$ cat config.mk
export PLATFORM = sky130hd
export DESIGN_NAME = branch_resolve_ctrl_flat
export DESIGN_NICKNAME = d
export VERILOG_FILES = /design/src/rtl/branch_resolve_ctrl_pkg.sv /design/src/rtl/branch_resolve_ctrl_if.sv /design/src/rtl/branch_resolve_ctrl_cond_eval.sv /design/src/rtl/branch_resolve_ctrl.sv /design/src/flat_wrapper.sv
export SDC_FILE = /design/constraint.sdc
export NUM_CORES = 1
export LEC_CHECK = 0
export ABC_AREA = 1
export BUFFER_PORTS_ARGS = -buffer_cell sky130_fd_sc_hd__buf_2
export CAP_MARGIN = 20
export CELL_PAD_IN_SITES_DETAIL_PLACEMENT = 0
export CELL_PAD_IN_SITES_GLOBAL_PLACEMENT = 1
export CORE_ASPECT_RATIO = 1.1
export CORE_MARGIN = 1.5
export CORE_UTILIZATION = 31
export DETAILED_ROUTE_END_ITERATION = 7
export PLACE_DENSITY = 0.74
export SKIP_LAST_GASP = 1
export SLEW_MARGIN = 40
export SYNTH_ARGS = -nofsm -noshare
export SYNTH_HDL_FRONTEND = slang
export SYNTH_SLANG_ARGS = --single-unit
$ cat constraint.sdc
create_clock -name clk -period 1.75 [get_ports clk]
set_input_delay 0.35 -clock clk [delete_from_list [all_inputs] [get_ports clk]]
set_output_delay 0.35 -clock clk [all_outputs]
set_load 0.005 [all_outputs]
$ cat src/rtl/branch_resolve_ctrl_pkg.sv
// Shared encodings for WISC branch resolution: condition codes and controller states.
package wisc_br_pkg;

    localparam logic [2:0] BR_NONE = 3'b000;
    localparam logic [2:0] BR_CO   = 3'b001;
    localparam logic [2:0] BR_EQ   = 3'b010;
    localparam logic [2:0] BR_GE   = 3'b011;
    localparam logic [2:0] BR_LT   = 3'b100;
    localparam logic [2:0] BR_NE   = 3'b101;
    localparam logic [2:0] BR_LE   = 3'b110;
    localparam logic [2:0] BR_ALW  = 3'b111;

    typedef enum logic [1:0] {
        IDLE     = 2'b00,
        RESOLVE  = 2'b01,
        REDIRECT = 2'b10,
        FLUSH    = 2'b11
    } br_state_t;

endpackage

$ cat src/rtl/branch_resolve_ctrl_if.sv
// Decode-to-controller branch handshake: valid/ready plus condition code and target PC.
interface branch_resolve_ctrl_if;
    logic        br_valid;
    logic        br_ready;
    logic [2:0]  br_code;
    logic [15:0] br_target;

    modport master (output br_valid, br_code, br_target, input br_ready);
    modport slave  (input br_valid, br_code, br_target, output br_ready);
endinterface

$ cat src/rtl/branch_resolve_ctrl_cond_eval.sv
// Maps a branch condition code and ALU flags to a taken decision.
module branch_cond_eval
    import wisc_br_pkg::*;
(
    input  logic [2:0] code,
    input  logic       sf,
    input  logic       zf,
    input  logic       of,
    input  logic       cf,
    output logic       taken
);

    // Overflow is carried on the flag bus but no condition code consumes it.
    logic unused_of;
    assign unused_of = of;

    always_comb begin
        taken = 1'b0;
        case (code)
            BR_CO:   taken = cf;
            BR_EQ:   taken = zf;
            BR_GE:   taken = !sf;
            BR_LT:   taken = sf;
            BR_NE:   taken = !zf;
            BR_LE:   taken = sf | zf;
            BR_ALW:  taken = 1'b1;
            default: taken = 1'b0;
        endcase
    end

endmodule

$ cat src/rtl/branch_resolve_ctrl.sv
// Branch resolution sequencer: stalls the front end until flags arrive, then redirects and flushes IF/ID.
module branch_resolve_ctrl
    import wisc_br_pkg::*;
#(
    parameter int unsigned FLUSH_CYCLES = 2,
    parameter int unsigned MAX_WAIT     = 8,
    parameter int unsigned CNT_W        = 16
) (
    input  logic                  clk,
    input  logic                  rst,
    branch_resolve_ctrl_if.slave  dec,
    input  logic                  flags_valid,
    input  logic                  sf,
    input  logic                  zf,
    input  logic                  of,
    input  logic                  cf,
    output logic                  stall,
    output logic                  redirect,
    output logic [15:0]           redirect_pc,
    output logic                  flush,
    output logic                  timeout,
    output logic [CNT_W-1:0]      br_cnt,
    output logic [CNT_W-1:0]      taken_cnt
);

    localparam logic [CNT_W-1:0] CNT_ONE   = {{(CNT_W-1){1'b0}}, 1'b1};
    localparam logic [7:0]       WAIT_LAST = 8'(MAX_WAIT - 1);
    localparam logic [3:0]       FLUSH_REM = 4'(FLUSH_CYCLES - 1);

    br_state_t        state, state_nxt;
    logic [2:0]       code_q;
    logic [15:0]      target_q;
    logic [7:0]       wait_cnt;
    logic [3:0]       flush_cnt;
    logic             timeout_q;
    logic [CNT_W-1:0] br_cnt_q;
    logic [CNT_W-1:0] taken_cnt_q;
    logic             ready_c;
    logic             accept;
    logic             cond_taken;
    logic             wait_expired;

    branch_cond_eval u_cond_eval (
        .code  (code_q),
        .sf    (sf),
        .zf    (zf),
        .of    (of),
        .cf    (cf),
        .taken (cond_taken)
    );

    // A code of 000 is a no-op: it completes the handshake but never leaves IDLE.
    assign accept       = dec.br_valid && (state == IDLE) && (dec.br_code != BR_NONE);
    assign wait_expired = (wait_cnt == WAIT_LAST);

    always_comb begin
        state_nxt = state;
        ready_c   = 1'b0;
        stall     = 1'b0;
        redirect  = 1'b0;
        flush     = 1'b0;
        case (state)
            IDLE: begin
                ready_c = 1'b1;
                if (accept) begin
                    state_nxt = (dec.br_code == BR_ALW) ? REDIRECT : RESOLVE;
                end
            end
            RESOLVE: begin
                stall = 1'b1;
                if (flags_valid) begin
                    state_nxt = cond_taken ? REDIRECT : IDLE;
                end else if (wait_expired) begin
                    state_nxt = IDLE;
                end
            end
            REDIRECT: begin
                stall     = 1'b1;
                redirect  = 1'b1;
                flush     = 1'b1;
                state_nxt = (FLUSH_CYCLES == 1) ? IDLE : FLUSH;
            end
            FLUSH: begin
                stall = 1'b1;
                flush = 1'b1;
                if (flush_cnt == 4'd1) begin
                    state_nxt = IDLE;
                end
            end
            default: state_nxt = IDLE;
        endcase
    end

    always_ff @(posedge clk) begin
        if (rst) begin
            state       <= IDLE;
            code_q      <= BR_NONE;
            target_q    <= '0;
            wait_cnt    <= '0;
            flush_cnt   <= '0;
            timeout_q   <= 1'b0;
            br_cnt_q    <= '0;
            taken_cnt_q <= '0;
        end else begin
            state     <= state_nxt;
            timeout_q <= (state == RESOLVE) && !flags_valid && wait_expired;

            if (accept) begin
                code_q   <= dec.br_code;
                target_q <= dec.br_target;
                wait_cnt <= '0;
                if (br_cnt_q != '1) begin
                    br_cnt_q <= br_cnt_q + CNT_ONE;
                end
            end else if ((state == RESOLVE) && !flags_valid) begin
                wait_cnt <= wait_cnt + 8'd1;
            end

            if (state == REDIRECT) begin
                flush_cnt <= FLUSH_REM;
                if (taken_cnt_q != '1) begin
                    taken_cnt_q <= taken_cnt_q + CNT_ONE;
                end
            end else if (state == FLUSH) begin
                flush_cnt <= flush_cnt - 4'd1;
            end
        end
    end

    assign dec.br_ready = ready_c;
    assign redirect_pc  = target_q;
    assign timeout      = timeout_q;
    assign br_cnt       = br_cnt_q;
    assign taken_cnt    = taken_cnt_q;

endmodule
$ cat src/flat_wrapper.sv
// flat-port wrapper written by rule: the top's interface ports become plain ports
module branch_resolve_ctrl_flat import wisc_br_pkg::*;
#(
    parameter int unsigned FLUSH_CYCLES = 2,
    parameter int unsigned MAX_WAIT     = 8,
    parameter int unsigned CNT_W        = 16
)
  (clk, rst, flags_valid, sf, zf, of, cf, stall, redirect, redirect_pc, flush, timeout, br_cnt, taken_cnt, dec_br_valid, dec_br_code, dec_br_target, dec_br_ready);
  branch_resolve_ctrl_if dec_i ();
  input  logic clk;
  input  logic rst;
  input  logic flags_valid;
  input  logic sf;
  input  logic zf;
  input  logic of;
  input  logic cf;
  output logic stall;
  output logic redirect;
  output logic [15:0] redirect_pc;
  output logic flush;
  output logic timeout;
  output logic [CNT_W-1:0] br_cnt;
  output logic [CNT_W-1:0] taken_cnt;
  input wire logic [$bits(dec_i.br_valid)-1:0] dec_br_valid;
  input wire logic [$bits(dec_i.br_code)-1:0] dec_br_code;
  input wire logic [$bits(dec_i.br_target)-1:0] dec_br_target;
  output wire logic [$bits(dec_i.br_ready)-1:0] dec_br_ready;
  assign dec_i.br_valid = dec_br_valid;
  assign dec_i.br_code = dec_br_code;
  assign dec_i.br_target = dec_br_target;
  assign dec_br_ready = dec_i.br_ready;
  branch_resolve_ctrl #(.FLUSH_CYCLES(FLUSH_CYCLES), .MAX_WAIT(MAX_WAIT), .CNT_W(CNT_W)) u_core (.clk(clk), .rst(rst), .dec(dec_i), .flags_valid(flags_valid), .sf(sf), .zf(zf), .of(of), .cf(cf), .stall(stall), .redirect(redirect), .redirect_pc(redirect_pc), .flush(flush), .timeout(timeout), .br_cnt(br_cnt), .taken_cnt(taken_cnt));
endmodule
# ---- Word-level counts from Yosys, hierarchy flattened
# Cells that the tools add are included.
dict set report word_totals {
  input_bits 27
  reg_bits 66
  output_inout_bits 53
  wordCells 63
}
dict set report op_classes {
  n_eq_ne 18
  n_addsub 4
  reduce_logical 17
  n_mux 14
  n_bitwise 1
}
# cell count
set ops {}
lappend ops {{$add 16x1->16 const B} 2}
lappend ops {{$ne 16x16->1 const B} 2}
lappend ops {{$eq 3x3->1 const B} 5}
lappend ops {{$mux 2} 6}
lappend ops {{$add 8x1->8 const B} 1}
lappend ops {{$eq 8x3->1 const B} 1}
lappend ops {{$pmux 2 s4} 1}
lappend ops {{$pmux 1 s7} 1}
lappend ops {{$eq 3x2->1 const B} 2}
lappend ops {{$mux 1} 6}
lappend ops {{$reduce_or 2->1} 3}
lappend ops {{$eq 2x2->1 const B} 2}
lappend ops {{$eq 4x1->1 const B} 1}
lappend ops {{$logic_and 1x1->1} 4}
lappend ops {{$ne 2x1->1 const B} 2}
lappend ops {{$reduce_and 2->1} 2}
lappend ops {{$sub 4x1->4 const B} 1}
lappend ops {{$eq 3x1->1 const B} 1}
lappend ops {{$logic_not 1->1} 3}
lappend ops {{$ne 3x2->1 const B} 1}
lappend ops {{$reduce_and 3->1} 1}
lappend ops {{$reduce_bool 3->1} 1}
lappend ops {{$reduce_or 3->1} 1}
lappend ops {{$eq 2x1->1 const B} 1}
lappend ops {{other kinds (3)} 3}

# ---- Logic depth before layout (Yosys ltp)
dict set report logic_depth {
  word_depth 5
  mapped_depth 11
  ltp_nobuf 10
}

# ---- Cells and area by module
# Synthesis repeated with hierarchy kept, for this count alone.
dict set report unflattened {
  hier_cells 486
  hier_area_um2 3353.2
}
# mod n_inst seq_area_each_um2 cells_per_inst area_per_inst_um2
set by_module_without_submodules {}
lappend by_module_without_submodules {branch_resolve_ctrl 1 1321.3 472 3296.9}
lappend by_module_without_submodules {branch_cond_eval 1 0.0 14 56.3}

# ---- Worst setup path after synthesis
# Ideal clock, no wire load.
dict set report synth_path {
  path_kind {reg2reg}
  start {register u_core.br_cnt_q[0], in the netlist u_core.br_cnt[0]}
  end {register u_core.br_cnt_q[15], in the netlist u_core.br_cnt[15]}
  path_slack_ns 0.208
  period_less_slack_ns 1.542
  setup_time_ns 0.129
  n_path_buf 1
  required_time_ns 1.621
  path_stages_with_launch 12
  arrival_ns 1.413
  cell_sequence {dfxtp_1 ha_1 nand2_1 nor2_1 nand2_1 nor2_1 nor2_2 buf_2 nand2_1 nand2_1 nand2_1 nor2_1}
}
dict set report synth_between {
  elab_chain_cells 2
  word_cells_on_any_way 3
  classes_between {1 x add/sub; 1 x eq/ne; 1 x reduce/logical}
}
# element line
set synth_lines {}
lappend synth_lines {{from (decl)} branch_resolve_ctrl.sv:36} ;# logic [CNT_W-1:0] br_cnt_q;
lappend synth_lines {{from (signal assigned)} branch_resolve_ctrl.sv:113} ;# br_cnt_q <= br_cnt_q + CNT_ONE;
lappend synth_lines {{parallel branches: the longest is 2 deep, another holds $add 16x1->16} --}
# Several ways; the timed one is not identified.
# A chain may end at the register's enable or synchronous reset.

# ---- Final worst setup path
dict set report layout_path {
  start {register u_core.state[1]}
  end {output redirect}
}
dict set report layout_between {
  elab_chain_cells 2
}
# element line
set layout_lines {}
lappend layout_lines {{from (decl)} branch_resolve_ctrl.sv:30} ;# br_state_t state, state_nxt;
lappend layout_lines {{from (signal assigned)} branch_resolve_ctrl.sv:105} ;# state <= state_nxt;
lappend layout_lines {{$eq 2x2->1} branch_resolve_ctrl.sv:62} ;# case (state)
lappend layout_lines {{$mux 1} branch_resolve_ctrl.sv:62}
lappend layout_lines {{to (decl)} flat_wrapper.sv:18} ;# output logic redirect;
# Every way passes these cells.

==> summary.txt <==
Synth
  – Most common cell in the netlist: nand2_1
  – Syn Nets: 529
  – Post-Syn Area: 3310 µm²
  – EDFF count, synth: 0
  – Area share of the largest cell type after synthesis: 0.399
  – Yosys cell types: 28
  – Post-synth top flop: dfxtp_1
  – Register area share after synthesis: 0.399
  – Cells after Synth: 497
  – Synth area leaders: dfxtp_1 40%, nand2_1 14%, nor2_1 10%
  – Seq cells post-synth: 66
  – Count of warnings emitted by yosys: 0
  – Largest area contributor in the netlist: dfxtp_1
  – Asr flop ratio synth: 0
  – Top cells by count, synth: 127 x nand2_1, 91 x nor2_1, 66 x dfxtp_1
  – Synth Area per Inst: 6.67 µm²

Route
  – Via count: 3437
  – Routed length per placed instance: 11.8 µm
  – DRT iter0 DRCs: 113
  – Post-Route WL: 8910 µm
  – Router iterations before antenna repair: 4
  – DRC: 0
  – Via-per-instance ratio: 4.54
  – Antenna-violating nets left: 0

Setup path
  – Crit-path max FO: 9
  – FF-to-FF path depth: 7
  – R2R Setup Slk: 0.18 ns
  – Req. time, crit path: 1.40 ns
  – Critical Path Start: u_core.state[1]
  – Crit path to: redirect
  – Kind of end point of the critical path: primary output
  – Worst Setup Start Kind: flip-flop
  – Critical Path AT: 1.30 ns
  – FF-to-FF End: u_core.taken_cnt[15]
  – Critical path class: flip-flop to primary output
  – Worst R2R Start: u_core.taken_cnt[1]

Floorplanning
  – Area of the core: 10400 µm²
  – Initial Utilization: 0.319
  – # IOs: 80
  – Die Y: 111 µm
  – FP Rows: 39
  – Die footprint: 11300 µm²
  – DIE WIDTH: 102 µm

STA
  – Min Hold Slack: 0.272 ns
  – Maximum clock frequency: 606 MHz
  – Final Critical Period: 1.65 ns
  – RSZ-0062 raised after global routing: yes
  – Clock skew after layout: 0.00626 ns
  – Slew Viols, Final: 0
  – Final period util: 0.943
  – Setup violators final: 0
  – Relative slew slack: 0.705
  – Worst-Margin Slew: 0.441 ns
  – Final Hold Viols: 0

Final layout
  – FILL cells: 1136
  – Nets: 642
  – Design area: 4400 µm²
  – Layout cells sized above 1: 0.243
  – Diodes inserted: 0
  – Area growth from synthesis to layout: 32.9%

CTS
  – Clock transition at the registers of the reported paths: 0.05 ns
  – # H-tree levels: 3
  – Clock tree buffer depth: 2
  – Hold Buf Count CTS: 0
  – Clk root buf: clkbuf_16
  – Cts bufs inserted: 9
  – Clock latency at the later pin of the worst-skew pair: 0.33 ns
  – TritonCTS clock tree: yes
  – Sink Count: 66

Status
  – Status: complete, no violations

Global route
  – All-Layer GR Usage: 0.163
  – Overflow after GRT: 0
  – Largest net degree at the start of global routing: 25
  – Vias in the first global route: 3100
  – Antenna violations before repair: 0
  – First-pass GRT wire length: 14600 µm

Job
  – Max Cap Viol: 0

Placement
  – Gpl congestion: 0.783
  – Port Buf Inserts: 78
  – Post-DP HPWL: 6480 µm
  – Post-DP Area: 4080 µm²

Pwr
  – PD cells: 1150 nW/µm²
  – Overall Power: 0.00507 W
  – Peak VDD IR: 0.542 mV
  – Leakage power total: 1.92 nW

Worst hold path
  – Worst hold path class: primary input to flip-flop
## registers in the layout (all words and copies together), names as in the netlist
name and cells:
u_core.br_cnt 16, u_core.redirect_pc 16, u_core.taken_cnt 16, u_core.wait_cnt 8, u_core.flush_cnt 4, u_core.code_q 3
u_core.state 2, u_core.timeout 1
## report_power, final
group	leakage (nW)	total, W	internal, W	switching, W
Sequential	0.537	0.00182	0.00171	0.000110
Clock	0.142	0.00175	0.00113	0.000618
Combinational	1.24	0.00150	0.000567	0.000932
## cell type report
cell class                      count  area, µm²  share of cell area
Multi-Input combinational cell    370       1770               0.401
Sequential cell                    66       1320               0.300
Timing Repair Buffer              114        661               0.150
Clock buffer                       12        246              0.0560
Inverter                           49        189              0.0429
Tap cell                          143        179              0.0406
Clock inverter                      3       40.0             0.00910
## cell usage in the layout (no fill, tap or decap), drive strengths merged
cell type  Yosys  routed
nor3           4       4
xor2           9       9
or2            1       1
inv           49      49
nand4         17      17
ha             5       5
nand3         31      31
o21a           1       1
buf            6     114
nor3b          1       1
nor2          97      98
o21ai         32      32
nand2        130     131
dfxtp         66      66
a211oi         1       1
xnor2          3       3
nor4           1       1
clkinv         0       2
clkbuf         8      12
bufinv         0       1
a21oi         35      35
## cell families (layout without fill, tap and decap cells)
family                   count (synthesis)  in the layout  share of synthesized area
adder cells (fa/ha/maj)                  5              5                     0.0189
flip-flops                              66             66                      0.399
XOR/XNOR                                12             12                     0.0317
AND/OR/NAND/NOR                        282            284                      0.363
buffers and inverters                   63            178                     0.0797
AO/OA/AOI/OAI                           69             69                      0.108
## through the flow
| stage | setup slack, ns | setup TNS [ns] | utilization | cells |
|---|---|---|---|---|
| 4_1_cts | 0.0695 | 0 | 0.420 | 755 |
| 3_5_place_dp | -0.232 | -2.49 | 0.392 | 740 |
| 5_1_grt | -0.0235 | -0.0494 | 0.423 | 757 |
| 6_report | 0.0991 | 0 | 0.423 | 757 |
| 2_1_floorplan | 0.208 | 0 | - | 497 |
| 3_3_place_gp | -0.194 | -1.91 | 0.392 | 740 |
## how the worst min path moves through the flow
| stage | from | endpoint | slack, ns | cells after the start |
|---|---|---|---|---|
| 4_1_cts | dec_br_target[15] | u_core.redirect_pc[15] | 0.26 | 3 |
| 3_5_place_dp | u_core.wait_cnt[7] | u_core.wait_cnt[7] | 0.46 | 2 |
| 5_1_grt | dec_br_target[5] | u_core.redirect_pc[5] | 0.27 | 3 |
| 6_report | dec_br_target[7] | u_core.redirect_pc[7] | 0.27 | 3 |
| 2_1_floorplan | u_core.wait_cnt[7] | u_core.wait_cnt[7] | 0.44 | 2 |
| 3_3_place_gp | u_core.wait_cnt[7] | u_core.wait_cnt[7] | 0.45 | 2 |
## routing by layer
metal	part of all wire	track usage	vias to the layer above
li1	-	-	1819
met1	0.49	0.216	1552
met2	0.46	0.255	58
met3	0.036	0.0414	8
met4	0.012	0.0546	0
met5	0	0	-
## timing repair
| action | in CTS | in global routing |
|---|---|---|
| cloned | 0 | 2 |
| gates resized for setup | 1 | 6 |
| pin swaps | 0 | 2 |
| buffers inserted | 0 | 0 |
| setup endpoints to repair | 15 | 24 |
## critical path, stage by stage (launching register included)
cell and delay, ns:
dfxtp_1 0.34, inv_2 0.05, buf_4 0.13, nor2_2 0.11, buf_4 0.21, buf_2 0.14
No activity file was read; power rests on OpenSTA's default activity.
